==> src/rtl/sr_ff_checker_sat_counter.sv <==
// Saturating event counter with a 0..2 increment; sticks at all-ones.
module sat_counter #(
  parameter int CNT_W = 8
) (
  input  logic             clk,
  input  logic             rst,
  input  logic [1:0]       inc,
  output logic [CNT_W-1:0] cnt
);

  localparam logic [CNT_W:0] MAX = {1'b0, {CNT_W{1'b1}}};

  function automatic logic [CNT_W-1:0] sat_add(input logic [CNT_W-1:0] a,
                                               input logic [1:0]       b);
    logic [CNT_W:0] sum;
    sum = (CNT_W+1)'(a) + (CNT_W+1)'(b);
    return (sum > MAX) ? MAX[CNT_W-1:0] : sum[CNT_W-1:0];
  endfunction

  always_ff @(posedge clk) begin
    if (rst) cnt <= '0;
    else     cnt <= sat_add(cnt, inc);
  end

endmodule

==> config.mk <==
export PLATFORM = sky130hd
export DESIGN_NAME = sat_counter
export DESIGN_NICKNAME = d
export VERILOG_FILES = /design/src/rtl/sr_ff_checker_sat_counter.sv
export SDC_FILE = /design/constraint.sdc
export NUM_CORES = 1
export LEC_CHECK = 0
export BUFFER_PORTS_ARGS = -buffer_cell sky130_fd_sc_hd__clkbuf_2
export CAP_MARGIN = 20
export CORE_UTILIZATION = 25
export CTS_CLUSTER_SIZE = 25
export DETAILED_ROUTE_END_ITERATION = 12
export GPL_ROUTABILITY_DRIVEN = 0
export RECOVER_POWER = 25
export SYNTH_ARGS = -nofsm -noshare
export SYNTH_HDL_FRONTEND = slang
export SYNTH_SLANG_ARGS = --single-unit
==> constraint.sdc <==
create_clock -name clk -period 1.66 [get_ports clk]
set_input_delay 0.166 -clock clk [delete_from_list [all_inputs] [get_ports clk]]
set_output_delay 0.166 -clock clk [all_outputs]
set_load 0.02 [all_outputs]
==> results.yml <==
floorplanning:
  start_util: 0.281
  die_h_microns: 41.2
  die_area_sq_um: 1700
  chipWidth_microns: 41.2
  core_sq_um: 1370
  pin_count: 12
  rows: 13
layout:
  nets: 64
  largest_register_ffs: 8
  design_area_sq_um: 505
  area_growth_pct: 31.6
  antenna_cells: 0
  largest_register: "cnt"
  reg_top3: "cnt x8"
  fin_util: 0.370
  n_fill_cell: 150
  final_layout_size_suffix_gt1_frac: 0.364
hold_path:
  hp-class: "in2reg"
  whs_endpoint: "cnt[0]"
  min_from: "rst"
  holdPathStages: 2
critical_path:
  path_max_fanout: 4
  crit_path_start_kind: "flip-flop"
  required_ps: 1810
  rr_startpoint: "cnt[0]"
  cp.arrival_ps: 1800
  cp-end-kind: "flip-flop"
  rrSetupSlack_ps: 10
  reg2reg_depth: 4
  crit_type: "reg2reg"
  r2r-end: "cnt[7]"
power:
  sw_frac_of_total: 0.293
  switchingPower_mw: 0.135
  p_leak_nw: 0.230
  power_frac_seq: 0.481
  p_comb_frac: 0.187
  power_mw: 0.461
  intPower_mw: 0.326
  max-vdd-ir-drop_mv: 0.396
  power.share.clock: 0.332
  power_density_nw_per_um2: 912
global_route:
  grt_pass1_wl_microns: 1230
  track_usage: 0.125
  antenna_found_initial: 0
  grt_pass1_vias: 272
  grtUsageMet3: 0.0815
  grt_max_degree: 9
  overflow: 0
  use_met1: 0.133
  busiest_layer: "met2"
  use_met2: 0.195
sta:
  fin_skew_ps: 1.48
  tns_ps: 0
  finalHoldViolations: 0
  rsz0062_at_grt: "yes"
  worstMarginPinSlew_ps: 413
  setup_violations: 0
  finalCritPeriodShare: 0.994
  max_freq_mhz: 606
  relSlewSlack: 0.725
  period_minus_slack_ps: 1650
  fin_hold_ws_ps: 173
  slew_viol_final: 0
yosys:
  synth_cell_type_count: 19
  synth_area_sq_um: 384
  ys_seq_area_frac: 0.417
  synth_top_area_share: 0.417
  yosys_warnings: 0
  synth.avg_cell_area_sq_um: 9.60
  ys_ff_latch: 8
  synth_area_leader_cell: "dfxtp_1"
  synthCells: 40
  yosys-top-cells-area: "dfxtp_1 (42%), a21oi_1 (6.5%), ha_1 (6.5%)"
  synth_nets: 47
cts:
  cts_buffer_depth: 2
  clk_pin_slew_worst_paths_ps: 50
  numCtsBuffers: 3
  cts_tree: "yes"
  cts.sinks: 8
  clk-insertion-delay-late_ps: 260
  htree_num_levels: 1
  clockRootBuffer: "clkbuf_4"
placed_design:
  dp_hpwl_microns: 619
  placed_cell_area_sq_um: 464
  io_buffers: 11
route:
  drtAntennaViolNets: 0
  vias: 354
  drcViolationCount: 0
  dr.pass1.iters: 4
  totalWireLength_microns: 855
  routedWlPerCell_microns: 12.2
  viasPerCell: 5.06
  drt_iter0_drc: 10
flow_run:
  maxCapViolCount: 0
outcome:
  status: "complete, no violations"
[worst max-delay path: stages (launching register included)]
cell and delay, ps:
dfxtp_2 330, ha_4 160, fa_2 410, or4_4 510
o211a_1 130
[layer usage]
metal  wire length, microns  vias to the layer above
met5                      0                        -
met2                    354                       13
met1                    422                      157
li1                       -                      182
met4                     12                        0
met3                     65                        2
[how the worst max path moves through the flow]
stage,endpoint,cells past startpoint,slack (ps),startpoint
after floorplan,cnt[7],4,40,cnt[0]
after global placement,cnt[7],4,60,cnt[0]
after detailed placement,cnt[7],4,30,cnt[0]
after CTS,cnt[7],4,30,cnt[0]
after global routing,cnt[7],4,-30,cnt[0]
final,cnt[7],4,10,cnt[0]
[synth_stat cells]
master and number:
nand3_2 1, and4_2 1, o211a_1 2, nand2_1 1, nand4_1 1, ha_1 2, and4b_1 1, xnor2_1 1
or4_1 1, nand3_1 2, inv_1 4, and3_2 1, a21oi_1 5, fa_1 1, a31oi_1 2, o21ai_0 2
dfxtp_1 8, or3_1 2, nor3_1 2
[timing repair]
item,CTS,global route
buffers inserted,0,1
resized for setup,0,2
hold buffers,0,0
setup endpoints to repair,0,1
[layout make-up]
cell class	instances	area, sq um	area share
Clock buffer	3	22.5	0.0446
Inverter	4	15.0	0.0297
Multi-Input combinational cell	28	228	0.450
Sequential cell	8	161	0.319
Tap cell	15	18.8	0.0371
Timing Repair Buffer	12	60.1	0.119
[per-stage QoR]
step	setup WS, ps	std cells
2_1_floorplan	36.1	40
3_3_place_gp	64.1	66
3_5_place_dp	33.6	66
4_1_cts	29.7	69
5_1_grt	-33.9	70
6_report	9.63	70
[cells in the final DEF, fill, tap and decap left out, drive strengths merged]
cell type,n
a21oi,5
a31oi,2
and3,1
and4,1
and4b,1
buf,1
clkbuf,14
dfxtp,8
fa,1
ha,2
inv,4
nand2,1
nand3,3
nand4,1
nor3,2
o211a,2
o21ai,2
or3,2
or4,1
xnor2,1
[power groups by stage]
| stage | sequential, mW | combinational (mW) | clock [mW] |
|---|---|---|---|
| 3_5_place_dp | 0.225 | 0.0788 | 0 |
| 2_1_floorplan | 0.236 | 0.0360 | 0 |
| 4_1_cts | 0.221 | 0.0788 | 0.159 |
| 3_3_place_gp | 0.223 | 0.0751 | 0 |
| 5_1_grt | 0.225 | 0.0969 | 0.167 |
| 6_report | 0.222 | 0.0861 | 0.153 |
[cells by family after synthesis]
logic type	Yosys count	share of synthesized area
buf+inv	4	0.0391
fa+ha+maj	3	0.117
xor+xnor	1	0.0228
flops	8	0.417
simple gates	13	0.228
compound gates	11	0.176
No activity file was read; power rests on OpenSTA's default activity.
